`config.mk`:
```
export PLATFORM = sky130hd
export DESIGN_NAME = phase_sequencer
export DESIGN_NICKNAME = d
export VERILOG_FILES = /design/src/rtl/phase_sequencer.sv
export SDC_FILE = /design/constraint.sdc
export NUM_CORES = 1
export LEC_CHECK = 0
export CAP_MARGIN = 10
export CORE_ASPECT_RATIO = 0.6
export CORE_MARGIN = 2
export CORE_UTILIZATION = 56
export CTS_CLUSTER_SIZE = 14
export DETAILED_ROUTE_END_ITERATION = 7
export PLACE_DENSITY = 0.74
export SYNTH_ARGS = -nofsm -noshare
export SYNTH_HDL_FRONTEND = slang
export SYNTH_SLANG_ARGS = --single-unit
```
`constraint.sdc`:
```
create_clock -name clk_i -period 14.94 [get_ports clk_i]
set_input_delay 2.988 -clock clk_i [delete_from_list [all_inputs] [get_ports clk_i]]
set_output_delay 2.988 -clock clk_i [all_outputs]
set_load 0.1 [all_outputs]
```
`src/rtl/phase_sequencer.sv`:
```
// Purpose: six-phase intersection timing controller with sensor-driven table select and ped walk extension.
// Latency: one LOAD cycle per phase, then T*TICK_DIV RUN cycles; CG/table/remaining register on the LOAD edge.
// Backpressure: none; sensors are sampled only in LOAD, presses are latched until their group's green phase.
module phase_sequencer #(
   parameter int TICK_DIV = 48000000,
   parameter int DEF_TIME = 17,
   parameter int PED_EXT  = 5
) (
   input  logic       clk_i,
   input  logic       rst_i,
   input  logic       snn_i,
   input  logic       sns_i,
   input  logic       sth_i,
   input  logic       pnn_i,
   input  logic       pns_i,
   input  logic       pth_i,
   input  logic       cfg_we_i,
   input  logic [1:0] cfg_table_i,
   input  logic [2:0] cfg_phase_i,
   input  logic [7:0] cfg_time_i,
   output logic [2:0] phase_o,
   output logic [1:0] table_o,
   output logic [7:0] remaining_o,
   output logic       phase_start_o,
   output logic [2:0] ped_ack_o,
   output logic       cs1_o,
   output logic       cs2_o,
   output logic       cs3_o,
   output logic       cg1_o,
   output logic       cg2_o,
   output logic       cg3_o
);

   localparam int PW = (TICK_DIV > 1) ? $clog2(TICK_DIV) : 1;
   localparam logic [PW-1:0] PRESC_LAST = PW'(TICK_DIV - 1);

   typedef enum logic {ST_LOAD, ST_RUN} state_t;

   state_t        state_q, state_d;
   logic [2:0]    phase_q, phase_d;
   logic [1:0]    table_q, table_d;
   logic [7:0]    remaining_q, remaining_d;
   logic [PW-1:0] presc_q, presc_d;
   logic [2:0]    cg_q, cg_d;
   logic [2:0]    req_q, req_d;
   logic [7:0]    time_q [0:3][0:5];

   logic [2:0]    press;
   logic          start_c;
   logic [2:0]    ack_c;
   logic [2:0]    cs_c;
   logic [1:0]    load_tbl;
   logic [7:0]    load_time;
   logic [8:0]    ext_sum;
   logic [1:0]    grp;

   assign press = {pth_i, pns_i, pnn_i};

   // Next-state: LOAD picks the table and duration, serves ped requests; RUN counts ticks down to the phase change.
   always_comb begin
      state_d     = state_q;
      phase_d     = phase_q;
      table_d     = table_q;
      remaining_d = remaining_q;
      presc_d     = presc_q;
      cg_d        = cg_q;
      req_d       = req_q | press;
      start_c     = 1'b0;
      ack_c       = 3'b000;
      cs_c        = 3'b000;
      load_tbl    = 2'd0;
      load_time   = 8'd0;
      ext_sum     = 9'd0;
      grp         = 2'd0;
      case (state_q)
         ST_LOAD: begin
            start_c = 1'b1;
            // A single congested approach gets its own table; anything else runs the balanced table A.
            case ({sth_i, sns_i, snn_i})
               3'b100:  load_tbl = 2'd1;
               3'b001:  load_tbl = 2'd2;
               3'b010:  load_tbl = 2'd3;
               default: load_tbl = 2'd0;
            endcase
            load_time = time_q[load_tbl][phase_q];
            if (load_time == 8'd0) begin
               load_time = 8'd1;
            end
            remaining_d = load_time;
            table_d     = load_tbl;
            presc_d     = '0;
            state_d     = ST_RUN;
            cg_d        = 3'b000;
            // Even phases are the green phase of group phase/2; that is where walk requests are served.
            if (!phase_q[0]) begin
               grp  = phase_q[2:1];
               cg_d = 3'b001 << grp;
               if (req_q[grp] | press[grp]) begin
                  ack_c[grp]  = 1'b1;
                  req_d[grp]  = 1'b0;
                  ext_sum     = {1'b0, load_time} + 9'(PED_EXT);
                  remaining_d = ext_sum[8] ? 8'hFF : ext_sum[7:0];
               end
            end
            // Group k's lamps change entering its green, its yellow, and the red that follows.
            case (phase_q)
               3'd0:    cs_c = 3'b101;
               3'd1:    cs_c = 3'b001;
               3'd2:    cs_c = 3'b011;
               3'd3:    cs_c = 3'b010;
               3'd4:    cs_c = 3'b110;
               3'd5:    cs_c = 3'b100;
               default: cs_c = 3'b000;
            endcase
         end
         default: begin
            if (presc_q == PRESC_LAST) begin
               presc_d     = '0;
               remaining_d = remaining_q - 8'd1;
               if (remaining_q == 8'd1) begin
                  phase_d = (phase_q == 3'd5) ? 3'd0 : phase_q + 3'd1;
                  state_d = ST_LOAD;
               end
            end else begin
               presc_d = presc_q + 1'b1;
            end
         end
      endcase
   end

   // Sequencer state and datapath registers.
   always_ff @(posedge clk_i or posedge rst_i) begin
      if (rst_i) begin
         state_q     <= ST_LOAD;
         phase_q     <= 3'd0;
         table_q     <= 2'd0;
         remaining_q <= 8'd0;
         presc_q     <= '0;
         cg_q        <= 3'b000;
         req_q       <= 3'b000;
      end else begin
         state_q     <= state_d;
         phase_q     <= phase_d;
         table_q     <= table_d;
         remaining_q <= remaining_d;
         presc_q     <= presc_d;
         cg_q        <= cg_d;
         req_q       <= req_d;
      end
   end

   // Programmable phase-time table; LOAD reads the pre-write value when both hit the same entry.
   always_ff @(posedge clk_i or posedge rst_i) begin
      if (rst_i) begin
         for (int t = 0; t < 4; t++) begin
            for (int p = 0; p < 6; p++) begin
               time_q[t][p] <= 8'(DEF_TIME);
            end
         end
      end else if (cfg_we_i && (cfg_phase_i <= 3'd5)) begin
         time_q[cfg_table_i][cfg_phase_i] <= cfg_time_i;
      end
   end

   // Strobes are only meaningful out of reset, since the FSM idles in LOAD while reset is held.
   assign phase_start_o = start_c & ~rst_i;
   assign ped_ack_o     = ack_c & {3{~rst_i}};
   assign cs1_o         = cs_c[0] & ~rst_i;
   assign cs2_o         = cs_c[1] & ~rst_i;
   assign cs3_o         = cs_c[2] & ~rst_i;
   assign cg1_o         = cg_q[0];
   assign cg2_o         = cg_q[1];
   assign cg3_o         = cg_q[2];
   assign phase_o       = phase_q;
   assign table_o       = table_q;
   assign remaining_o   = remaining_q;

endmodule

```
Yosys cells after proc, flatten, opt, wreduce, memory -nomap -nowiden
Index checks and enable logic that the tools add are counted.
{"block": "op_classes", "addsub": 4, "order_cmp": 9, "eq_ne": 11, "shifts": 1, "muxes": 42, "bitwise": 14, "n_reduce_logical": 7}
{"op": "bitwise mux 192 bit", "n": 1}
{"op": "two-way mux 48 bit", "n": 3}
{"op": "binary-select mux 48 bit (select 2 bit)", "n": 1}
{"op": "demux 48 bit (select 2 bit)", "n": 1}
{"op": "two-way mux 8 bit", "n": 10}
{"op": "two-way mux 26 bit", "n": 2}
{"op": "two-way mux 3 bit", "n": 9}
{"op": "adder 26 x 1 -> 26 bit (second input constant)", "n": 1}
{"op": "equality test 26 bit (second input constant)", "n": 1}
{"op": "binary-select mux 8 bit (select 3 bit)", "n": 1}
{"op": "demux 8 bit (select 3 bit)", "n": 1}
{"op": "case mux 3 bit (6 select lines)", "n": 1}
{"op": "adder 8 x 3 -> 9 bit (second input constant)", "n": 1}
{"op": "equality test 3 x 2 -> 1 bit (second input constant)", "n": 3}
{"op": "equality test 3 bit (second input constant)", "n": 3}
{"op": "equality test 8 x 1 -> 1 bit (second input constant)", "n": 1}
{"op": ">= comparator 4 bit (second input constant)", "n": 2}
{"op": "logical NOT 8 bit", "n": 1}
{"op": "inverter 3 -> 4 bit", "n": 2}
{"op": "subtractor 8 x 1 -> 8 bit (second input constant)", "n": 1}
{"op": "two-way mux 1 bit", "n": 7}
{"op": "AND 3 bit", "n": 2}
{"op": "equality test 3 x 1 -> 1 bit (second input constant)", "n": 2}
{"op": ">= comparator 3 bit (second input constant)", "n": 2}
{"op": "21 further kinds", "n": 29}
{"block": "totals", "reg_bits": 238, "inputBits": 22, "output_inout_bits": 23}

Depth between registers and ports, before layout
{"block": "logic_depth", "word_depth": 18, "mapped_depth": 14, "mapped_depth_nobuf": 9}

Worst setup path before layout
Ideal clock, no wire load.
{"block": "synth_timing", "kind": "input port to output port", "startpoint": "input rst_i", "endpoint": "output ped_ack_o[2]", "arrival_ps": 10180, "t_required_ps": 11952, "slack_ps": 1772, "stages": 3, "path_cell_list": "inv_1 nand2_1 nor3_1"}
{"block": "synth_via", "elab_chain_len": 2}
{"item": "from (decl)", "line": "10", "text": "input logic rst_i,"}
{"item": "inverter 1 bit", "line": "167", "text": "assign ped_ack_o = ack_c & {3{~rst_i}};"}
{"item": "AND 3 bit", "line": "167"}
{"item": "to (decl)", "line": "25", "text": "output logic [2:0] ped_ack_o,"}
Every way passes these cells.

Final worst setup path
Ends and elaborated chain as after synthesis.

==> results by group <==
Drt
  – Met2 WL post-DR: 13500 um
  – Highest Signal Layer: met4
  – Average detailed-routed wire length per instance: 24.4 um
  – DR DRC count: 0
  – Vias per Instance: 6.48
  – Routed WL: 32500 um
  – Routed Antenna Nets: 0
  – Drt initial violations: 831
  – WL met1: 15100 um
  – Vias after detailed routing: 8628
  – Met3 WL: 3450 um
  – Count of TritonRoute iterations in the first routing pass: 5

Synthesis
  – Fraction of post-synthesis cell area in the top cell type by area: 0.403
  – Proportion of synthesized chip area in sequential cells: 0.510
  – Dominant combinational cell family by area after synthesis: multiplexers
  – Instance count of the mapped netlist: 1024
  – Post-synthesis cell type count: 80
  – Avg Synthesized Cell Area: 11.5 sq um
  – Mux share of post-synthesis cell area: 0.188
  – Netlist area before placement: 11800 sq um
  – Xor-xnor portion of the synthesized cell area: 0.0244
  – Synth Area in Adders: 0.00519
  – Count of warnings emitted by yosys: 0
  – Most numerous cell types in the synthesized netlist: sky130_fd_sc_hd__mux2_2, sky130_fd_sc_hd__dfrtp_1, sky130_fd_sc_hd__nor2_1
  – FF+latch count, synth: 238
  – Post-synth EDFFs: 0
  – Share of the synthesized area in compound gates (AO/OA/AOI/OAI): 0.118
  – Top cells by area in the synthesized netlist: sky130_fd_sc_hd__dfrtp_1, sky130_fd_sc_hd__mux2_2, sky130_fd_sc_hd__dfstp_2
  – Post-Synth Simple-Gate Area: 0.124
  – Most frequent cell after synthesis: sky130_fd_sc_hd__mux2_2
  – Net count of the mapped netlist: 1050
  – Most instantiated flip-flop cell in the synthesis netlist: sky130_fd_sc_hd__dfrtp_1
  – Leading area contributor after synthesis: sky130_fd_sc_hd__dfrtp_1
  – Fraction of synthesis flops using an asynchronous set or reset pin: 1.00

Cells and area
  – Final core utilization: 0.631
  – Layout overhead on the synthesized area: 11.4%
  – Number of nets in the final layout: 1063
  – Number of inserted filler cells in the final layout: 1681
  – Ratio of cells with drive above 1 in the final layout: 0.293
  – Area of all placed cells without fillers: 13100 sq um
  – Antenna cell count: 0

CTS
  – Post-CTS setup buffer count: 0
  – Maximum clock insertion buffer count: 3
  – Number of resized instances in the post-cts repair step: 0
  – Clock root buffer: sky130_fd_sc_hd__clkbuf_16
  – CTS H-tree depth: 1
  – Clock sink total: 238
  – Insertion delay to the later sink of the worst-skew pair: 510 ps
  – Number of buffers created by CTS: 23
  – Post-CTS Hold Fix Bufs: 0
  – Clock tree from TritonCTS: done
  – Clock edge transition at the registers on the reported setup and hold paths: 70 ps

Die
  – Die Area: 22300 sq um
  – Core Region: 20800 sq um
  – Number of core rows: 41
  – Starting utilization of the core area: 0.567
  – Die span in y: 116 um
  – Number of top-level design ports: 45
  – Die boundary width: 191 um

Timing
  – Fin Setup TNS: 0 ps
  – Slew @ Worst Pin: 1330 ps
  – Slew Viols, Final: 0
  – Post-layout min period: 8440 ps
  – Post-Route Skew: 7.49 ps
  – Maximum frequency from static timing analysis: 118 MHz
  – Final setup violation count: 0
  – Setup repair after global routing missed its margin: false
  – Fin crit share: 0.565
  – Final number of hold-violating endpoints: 0
  – Slew HR: 0.110

Global routing
  – Largest net degree at the start of global routing: 85
  – Wire length of the first global-routing pass: 51100 um
  – Antenna violations before repair: 0
  – Overflow left after global routing: 0
  – Via count of the first global-routing pass: 8509
  – Total GRT Usage: 0.304

Placed design
  – Placer congestion estimate: 0.917
  – Area post-placement: 12400 sq um
  – DP HPWL: 20900 um
  – Quantity of I/O buffers inserted on ports: 44

Critical path
  – Largest fanout on the critical path: 84
  – Largest stage delay on the critical path: 1170 ps
  – Signal arrival time at the worst endpoint: 5450 ps
  – Critical path required time: 11950 ps
  – Worst R2R Setup Slack: 11120 ps
  – CP cell instances: clkdlybuf4s50_1 > inv_8 > nand2_1 > nor3_1 > clkdlybuf4s50_1
  – Crit path buf inv count: 3
  – Most frequent cell on the critical path: sky130_fd_sc_hd__clkdlybuf4s50_1
  – Critical Path Slowest Stage Cell: sky130_fd_sc_hd__clkdlybuf4s50_1
  – Launching element type of the critical path: primary input
  – Crit Path Category: in2out
  – Endpoint type of the worst setup path: output port
  – Cell family with the largest share of critical-path delay: buffers and inverters

Power and ir drop
  – Power density cells: 125 nW/um^2
  – Static leakage: 5.70 nW
  – Peak supply drop: 0.0000920 V

Outcome
  – Status: finished, final reports clean

Flow run
  – Max-cap viol count: 0

Worst hold path
  – Path type of the worst min-delay path: reg2reg
worst paths after layout:
path | start | end | cells after the start
worst max-delay path | rst_i | ped_ack_o[2] | 5
worst min-delay path | presc_q[0] | presc_q[0] | 1
worst max register to register | phase_o[2] | remaining_o[7] | 9
worst min register to register | presc_q[0] | presc_q[0] | 1
max in group asynchronous | rst_i | time_q[18] | 3
min in group asynchronous | rst_i | presc_q[8] | 2
per-stage QoR:
step / std cells / hold WS (ps) / setup slack (ps) / power [mW]
4_1_cts: 1332 / 455 / 6440 / 1.65
5_1_grt: 1332 / 486 / 6330 / 1.70
2_1_floorplan: 1024 / 424 / 1770 / 0.989
3_5_place_dp: 1291 / 446 / 6440 / 1.06
6_report: 1332 / 454 / 6500 / 1.64
3_3_place_gp: 1291 / 440 / 6530 / 1.05
sequential cells by signal, indices dropped and copies added (netlist names):
signal and count:
time_q 192, presc_q 26, req_q 3, phase_o 3, remaining_o 8, cg_q 3, table_o 2, state_q 1
cell usage in the layout, fill, tap and decap left out, types with 11 or more instances in the layout:
master                            Yosys  layout
sky130_fd_sc_hd__xnor2_1             11      11
sky130_fd_sc_hd__a22oi_1             13      13
sky130_fd_sc_hd__buf_4                2      13
sky130_fd_sc_hd__xor2_1              20      20
sky130_fd_sc_hd__nor3_1              14      14
sky130_fd_sc_hd__o21ai_0             26      26
sky130_fd_sc_hd__nand2b_1            15      15
sky130_fd_sc_hd__nor2b_1             11      11
sky130_fd_sc_hd__clkdlybuf4s50_1      0      41
sky130_fd_sc_hd__clkbuf_16            0      23
sky130_fd_sc_hd__dfrtp_1            190     190
sky130_fd_sc_hd__inv_1               16      15
sky130_fd_sc_hd__o22a_1              14      14
sky130_fd_sc_hd__mux2_2             191     191
sky130_fd_sc_hd__a21oi_1             28      28
sky130_fd_sc_hd__o22ai_1             13      13
sky130_fd_sc_hd__and3_1              12      12
sky130_fd_sc_hd__nor2_1              77      77
sky130_fd_sc_hd__nand3b_1            13      13
sky130_fd_sc_hd__nor3b_1             20      20
sky130_fd_sc_hd__nand3_1             14      14
sky130_fd_sc_hd__nand2_1             55      55
sky130_fd_sc_hd__dfstp_2             48      48
kinds of logic after synthesis:
family | count (synthesis)
muxes | 198
xor gates and xnor gates | 32
buffers and inverters | 86
DFF | 238
and+or+nand+nor | 275
AOI/OAI and AO/OA | 190
adders and majority gates | 5
layer usage:
metal,vias to the layer above,track usage
met5,-,0
met4,0,0.0641
met3,49,0.0742
met2,430,0.436
met1,4387,0.467
li1,3762,-
area by class of cell:
cell class                 count  area, sq um  area share
clock buffer                  37          708      0.0539
tap                          279          349      0.0266
sequential                   238         6020       0.458
timing repair buffer          57          523      0.0398
clock inverter                 4         45.0     0.00343
inverter                      17         71.3     0.00543
multi-input combinational    700         5430       0.413
report_power, final:
part / internal (mW) / leakage, nW / switching [mW] / total (mW)
clock: 0.340 / 0.374 / 0.246 / 0.587
combinational: 0.116 / 2.36 / 0.133 / 0.250
sequential: 0.755 / 2.96 / 0.0513 / 0.806
total: 1.21 / 5.70 / 0.431 / 1.64
(Power assumes the default switching activity.)
